==> src/rtl/mem_access_unit.sv <==
// mem_access_unit -- load/store unit between the execute stage and a
// single-outstanding-request data bus.
//
// Memory aluops are turned into one bus transaction (IDLE -> BUSY -> DONE)
// while the pipeline is held with stallreq_o. Non-memory aluops pass the
// write-back bundle straight through.
//
// Ports
//   clk, rst (async, active-low)
//   aluop_i, mem_addr_i, reg2_i          : operation, effective address, store data
//   wd_i, wreg_i, wdata_i                : register write-back bundle in
//   hi_i, lo_i, whilo_i                  : HI/LO bundle in (passed through)
//   d_req_o, d_we_o, d_addr_o,
//   d_sel_o, d_wdata_o                   : data-bus request side
//   d_ack_i, d_rdata_i                   : data-bus completion side
//   wd_o, wreg_o, wdata_o,
//   hi_o, lo_o, whilo_o                  : write-back bundle out
//   stallreq_o                           : pipeline hold
//   misalign_o, bus_err_o                : one-cycle exception pulses
module mem_access_unit #(
    parameter int unsigned TIMEOUT = 255,   // must be >= 1
    parameter logic [7:0]  OP_LB   = 8'h20,
    parameter logic [7:0]  OP_LBU  = 8'h24,
    parameter logic [7:0]  OP_LH   = 8'h21,
    parameter logic [7:0]  OP_LHU  = 8'h25,
    parameter logic [7:0]  OP_LW   = 8'h23,
    parameter logic [7:0]  OP_SB   = 8'h28,
    parameter logic [7:0]  OP_SH   = 8'h29,
    parameter logic [7:0]  OP_SW   = 8'h2B
) (
    input  logic        clk,
    input  logic        rst,
    input  logic [7:0]  aluop_i,
    input  logic [31:0] mem_addr_i,
    input  logic [31:0] reg2_i,
    input  logic [4:0]  wd_i,
    input  logic        wreg_i,
    input  logic [31:0] wdata_i,
    input  logic [31:0] hi_i,
    input  logic [31:0] lo_i,
    input  logic        whilo_i,
    output logic        d_req_o,
    output logic        d_we_o,
    output logic [31:0] d_addr_o,
    output logic [3:0]  d_sel_o,
    output logic [31:0] d_wdata_o,
    input  logic        d_ack_i,
    input  logic [31:0] d_rdata_i,
    output logic [4:0]  wd_o,
    output logic        wreg_o,
    output logic [31:0] wdata_o,
    output logic [31:0] hi_o,
    output logic [31:0] lo_o,
    output logic        whilo_o,
    output logic        stallreq_o,
    output logic        misalign_o,
    output logic        bus_err_o
);

    typedef enum logic [1:0] {IDLE, BUSY, DONE} state_t;
    typedef enum logic [1:0] {SZ_B, SZ_H, SZ_W} size_t;

    // Abort fires on the BUSY cycle whose increment would reach TIMEOUT,
    // so the bus sees exactly TIMEOUT BUSY cycles.
    localparam logic [7:0] TO_LAST = 8'(TIMEOUT - 1);

    state_t      state;
    logic [7:0]  cnt;
    logic [31:0] rdata_q;
    logic        load_q;
    logic        signed_q;
    size_t       size_q;
    logic [1:0]  addr_lo_q;

    // Operation decode
    logic  is_mem;
    logic  is_load;
    logic  is_signed;
    size_t size;

    always_comb begin
        is_mem    = 1'b1;
        is_load   = 1'b0;
        is_signed = 1'b0;
        size      = SZ_W;
        case (aluop_i)
            OP_LB:   begin is_load = 1'b1; is_signed = 1'b1; size = SZ_B; end
            OP_LBU:  begin is_load = 1'b1;                   size = SZ_B; end
            OP_LH:   begin is_load = 1'b1; is_signed = 1'b1; size = SZ_H; end
            OP_LHU:  begin is_load = 1'b1;                   size = SZ_H; end
            OP_LW:   begin is_load = 1'b1;                   size = SZ_W; end
            OP_SB:   size = SZ_B;
            OP_SH:   size = SZ_H;
            OP_SW:   size = SZ_W;
            default: is_mem = 1'b0;
        endcase
    end

    // Alignment, byte enables and lane-replicated store data
    logic        aligned;
    logic [3:0]  sel_next;
    logic [31:0] wdata_next;

    always_comb begin
        case (size)
            SZ_B: begin
                aligned    = 1'b1;
                sel_next   = 4'b0001 << mem_addr_i[1:0];
                wdata_next = {4{reg2_i[7:0]}};
            end
            SZ_H: begin
                aligned    = ~mem_addr_i[0];
                sel_next   = 4'b0011 << {mem_addr_i[1], 1'b0};
                wdata_next = {2{reg2_i[15:0]}};
            end
            default: begin
                aligned    = (mem_addr_i[1:0] == 2'b00);
                sel_next   = 4'hF;
                wdata_next = reg2_i;
            end
        endcase
    end

    // Load lane selection and extension, using the request-time attributes
    logic [31:0] lane;
    logic [31:0] ext_data;

    always_comb begin
        lane = d_rdata_i >> {addr_lo_q, 3'b000};
        case (size_q)
            SZ_B:    ext_data = {{24{signed_q & lane[7]}}, lane[7:0]};
            SZ_H:    ext_data = {{16{signed_q & lane[15]}}, lane[15:0]};
            default: ext_data = d_rdata_i;
        endcase
    end

    // Sequential control
    always_ff @(posedge clk or negedge rst) begin
        if (!rst) begin
            state     <= IDLE;
            cnt       <= '0;
            d_req_o   <= 1'b0;
            d_we_o    <= 1'b0;
            d_addr_o  <= '0;
            d_sel_o   <= '0;
            d_wdata_o <= '0;
            bus_err_o <= 1'b0;
            rdata_q   <= '0;
            load_q    <= 1'b0;
            signed_q  <= 1'b0;
            size_q    <= SZ_W;
            addr_lo_q <= '0;
        end else begin
            bus_err_o <= 1'b0;
            case (state)
                IDLE: begin
                    if (is_mem && aligned) begin
                        state     <= BUSY;
                        cnt       <= '0;
                        d_req_o   <= 1'b1;
                        d_we_o    <= ~is_load;
                        d_addr_o  <= {mem_addr_i[31:2], 2'b00};
                        d_sel_o   <= sel_next;
                        d_wdata_o <= wdata_next;
                        load_q    <= is_load;
                        signed_q  <= is_signed;
                        size_q    <= size;
                        addr_lo_q <= mem_addr_i[1:0];
                    end
                end
                BUSY: begin
                    cnt <= cnt + 8'd1;
                    // An ack on the last allowed cycle wins over the abort
                    if (d_ack_i) begin
                        state   <= DONE;
                        d_req_o <= 1'b0;
                        d_we_o  <= 1'b0;
                        if (load_q)
                            rdata_q <= ext_data;
                    end else if (cnt == TO_LAST) begin
                        state     <= DONE;
                        d_req_o   <= 1'b0;
                        d_we_o    <= 1'b0;
                        bus_err_o <= 1'b1;
                    end
                end
                DONE:    state <= IDLE;
                default: state <= IDLE;
            endcase
        end
    end

    // Write-back and hold; bus_err_o doubles as the "aborted" flag in DONE
    always_comb begin
        wd_o       = wd_i;
        wreg_o     = wreg_i;
        wdata_o    = wdata_i;
        hi_o       = hi_i;
        lo_o       = lo_i;
        whilo_o    = whilo_i;
        stallreq_o = 1'b0;
        misalign_o = 1'b0;
        if (!rst) begin
            wreg_o = 1'b0;
        end else begin
            case (state)
                IDLE: begin
                    if (is_mem) begin
                        wreg_o = 1'b0;
                        if (aligned)
                            stallreq_o = 1'b1;
                        else
                            misalign_o = 1'b1;
                    end
                end
                BUSY: begin
                    wreg_o     = 1'b0;
                    stallreq_o = 1'b1;
                end
                DONE: begin
                    wreg_o = load_q & ~bus_err_o & wreg_i;
                    if (load_q)
                        wdata_o = rdata_q;
                end
                default: wreg_o = 1'b0;
            endcase
        end
    end

endmodule

==> config.mk <==
export PLATFORM = sky130hd
export DESIGN_NAME = mem_access_unit
export DESIGN_NICKNAME = d
export VERILOG_FILES = /design/src/rtl/mem_access_unit.sv
export SDC_FILE = /design/constraint.sdc
export NUM_CORES = 1
export LEC_CHECK = 0
export ABC_CLOCK_PERIOD_IN_PS = 4400
export CORE_AREA = 3 3 151 153
export CTS_CLUSTER_SIZE = 28
export DETAILED_ROUTE_END_ITERATION = 10
export DIE_AREA = 0 0 154 156
export HOLD_SLACK_MARGIN = 0.08
export PLACE_DENSITY_LB_ADDON = 0.2
export SLEW_MARGIN = 20
export SYNTH_ARGS = -nofsm -noshare
export SYNTH_HDL_FRONTEND = slang
export SYNTH_SLANG_ARGS = --single-unit
==> constraint.sdc <==
create_clock -name clk -period 4.4 [get_ports clk]
set_input_delay 0.88 -clock clk [delete_from_list [all_inputs] [get_ports clk]]
set_output_delay 0.88 -clock clk [all_outputs]
set_load 0.005 [all_outputs]
==> results of run 1 <==
final cells by class:
| cell class | instances | area (um^2) | share of cell area (%) |
|---|---|---|---|
| Clock buffer | 17 | 425 | 4.53 |
| Timing Repair Buffer | 255 | 2520 | 26.9 |
| Clock inverter | 15 | 160 | 1.71 |
| Multi-Input combinational cell | 380 | 2950 | 31.5 |
| Tap cell | 280 | 350 | 3.73 |
| Inverter | 12 | 45.0 | 0.480 |
| Sequential cell | 117 | 2930 | 31.2 |
worst register-to-register path: cells and delay by family (launching register included):
kind	cells	cell delay, ps
AOI/OAI and AO/OA	1	280
and+or+nand+nor	3	1430
DFF	1	480
cell families (layout without fill, tap and decap cells):
kind of cell    after synthesis  after routing  synth area share [%]
fa+ha+maj                     2              2                 0.375
simple gates                124            124                  8.88
other cells                   1              2                0.0562
compound gates              117            117                  12.3
buf+inv                     125            299                  12.0
flops                       117            117                  43.9
mux                         134            134                  22.4
xor+xnor                      1              1                 0.131
through the flow:
| step | utilization (%) | total power [mW] | instances | worst slack, ps | hold slack, ps |
|---|---|---|---|---|---|
| after floorplan | - | 1.90 | 622 | 1230 | 445 |
| after CTS | 43.3 | 3.87 | 1076 | 383 | 487 |
| after global placement | 40.6 | 2.45 | 1044 | 389 | 463 |
| final | 43.3 | 3.82 | 1076 | 436 | 481 |
| after detailed placement | 40.6 | 2.48 | 1044 | 383 | 471 |
| after global routing | 43.3 | 4.04 | 1076 | 175 | 503 |
cells in the final DEF, fill, tap and decap left out, drive strengths merged, types with 3 or more instances in the layout:
cell type / instances
o221ai: 16
and3: 3
nor4: 3
clkdlybuf4s50: 242
a21oi: 12
buf: 13
o31ai: 9
nand2b: 3
o21ai: 34
mux2: 113
nand3: 9
nor2b: 15
clkbuf: 17
nand2: 64
inv: 21
a22oi: 7
o2bb2ai: 10
nor3: 3
dfrtp: 116
nor2: 13
clkinv: 5
a31oi: 3
o22ai: 9
mux2i: 20
nand4: 3
sequential cells by signal (all words and copies together), names as in the netlist:
signal	cells
signed_q	1
d_we_o	1
d_sel_o	4
cnt	8
addr_lo_q	2
size_q	2
d_addr_o	30
rdata_q	32
state	2
load_q	1
bus_err_o	1
d_wdata_o	32
d_req_o	1
final timing paths:
| path | slack (ps) | from | endpoint |
|---|---|---|---|
| setup / recovery | 440 | aluop_i[4] | misalign_o |
| hold reg to reg | 480 | rdata_q[10] | rdata_q[10] |
| hold / removal | 480 | rdata_q[10] | rdata_q[10] |
| setup reg to reg | 2120 | state[1] | rdata_q[29] |
| max in group asynchronous | 2520 | rst | d_addr_o[18] |
| min in group asynchronous | 720 | rst | addr_lo_q[0] |
Yosys cell counts (8+ instances only):
master,n
a21oi_1,12
buf_4,72
buf_6,8
clkbuf_1,26
dfrtp_1,116
inv_1,12
mux2_2,113
mux2i_1,20
nand2_1,64
nand3_1,9
nor2_1,13
nor2b_1,15
o21ai_0,34
o221ai_1,16
o22ai_1,9
o2bb2ai_1,10
o31ai_1,9
metal layers:
metal / share of wire, % / wire [um] / global-route usage, % / vias up
li1: - / - / - / 2487
met1: 39 / 8360 / 20.3 / 2694
met2: 49 / 10500 / 28.9 / 259
met3: 9.5 / 2010 / 7.35 / 32
met4: 1.6 / 346 / 5.09 / 0
met5: 0 / 0 / 0 / -
where the power goes:
part           switching (mW)  leakage (nW)  total, mW  internal [mW]
Sequential              0.193          1.52       1.46           1.27
Combinational           0.367          2.05      0.990          0.622
Clock                   0.604         0.286       1.36          0.760
==> results.toml, run 1 <==
[layout]
nNetsFinal = 995
drive_above_1_share_pct = 21.2
n_antenna_cell = 0
fillers = 2065
area_growth_pct = 40.5
fin_area_um2 = 9380

[cts]
cts_tree = "yes"
postCtsSetupBuffers = 0
cts-root-buf = "clkbuf_16"
clk_pin_slew_ps = 60
cts.sinks = 117
clock_latency_ps = 420
cts-resized-gates = 0
cts_htree_levels = 4
cts-buffers-inserted = 17
hold_buffers = 0
clk_path_buf_depth = 2

[worst_setup_path]
r2r_cells = 4
worstPathMaxFanout = 7
crit_chain = "clkdlybuf4s50_1, nor4b_2, nand2_1, a21oi_1, and3_1, clkdlybuf4s50_1"
critPathMaxStageDelay_ps = 590
critPathTopFamily = "simple AND/OR/NAND/NOR gates"
start_kind = "input pin"
critPathBufInv = 2
end_kind = "output pin"
cp.depth = 6
crit_required_ps = 3520
arrival_ps = 3080
crit_type = "in2out"
crit_slowest_cell = "nor4b_2"
crit_path_frequent_cell = "clkdlybuf4s50_1"

[routing]
drtPass1Iterations = 4
initialDrtViolationCount = 280
vias = 5472
avgRoutedWirePerCell_um = 19.7
viasPerCell = 5.09
ant_nets = 0
drt_drc_violations_left = 0
wl_um = 21200

[die]
dieArea_um2 = 24000
io_pins = 386
die_h_um = 156
start_util_pct = 30.8
rows = 54
coreArea_um2 = 21700
die_w_um = 154

[synthesis]
synth_area_leaders = "dfrtp_1 (43%), mux2_2 (19%), buf_4 (8.1%)"
yosys.area.top_type = "dfrtp_1"
synth_flop_cell = "dfrtp_1"
synth_enable_flop_cells = 0
postSynth.asyncResetShare_pct = 100
synth_area_per_cell_um2 = 10.8
ys_ff_latch = 117
synth_top_area_share_pct = 43.5
seq_area_frac_synth_pct = 43.9
syn_area_um2 = 6680
synthDistinctLibCells = 54
synth_warnings = 0
synthCells = 621

[global_route]
grt_pass1_wl_um = 32700
grt-ovfl-total = 0
grt.total_usage_pct = 17.3
antenna_found_initial = 0
grt_max_degree = 74
first_global_vias = 5742

[placement]
globalplace.congestion = 0.882
io_buffers = 243
dpl-instance-area_um2 = 8800
dp_hpwl_um = 15900

[timing]
hold_viol = 0
slew_violations = 0
tns_ps = 0
period_needed_ps = 3960
setup_viol_count_final = 0
rsz0062_at_grt = "no"
slew_headroom_pct = 35.4
tightest_slew_ps = 969
fin_skew_ps = 12.9
fin_crit_sh_pct = 90.1
fmax_mhz = 252

[power]
leakage_nw = 3.85
peakVddDrop_mv = 0.253
powerDensity_nw_per_um2 = 407

[status]
status = "completed"

[worst_hold_path]
hold_path_depth = 2
hold_class = "reg2reg"

[flow_run]
maxCapViolations = 0
Note: power is estimated with default switching activity, not from simulation.
==> run 2: changes to the inputs <==
--- a/config.mk
+++ b/config.mk
@@ -6,6 +6,7 @@
 export NUM_CORES = 1
 export LEC_CHECK = 0
 export ABC_CLOCK_PERIOD_IN_PS = 4400
+export CAP_MARGIN = 20
 export CORE_AREA = 3 3 151 153
 export CTS_CLUSTER_SIZE = 28
 export DETAILED_ROUTE_END_ITERATION = 10
==> results of run 2 <==
No change in the layout: final DEF, timing and power equal those of run 1.
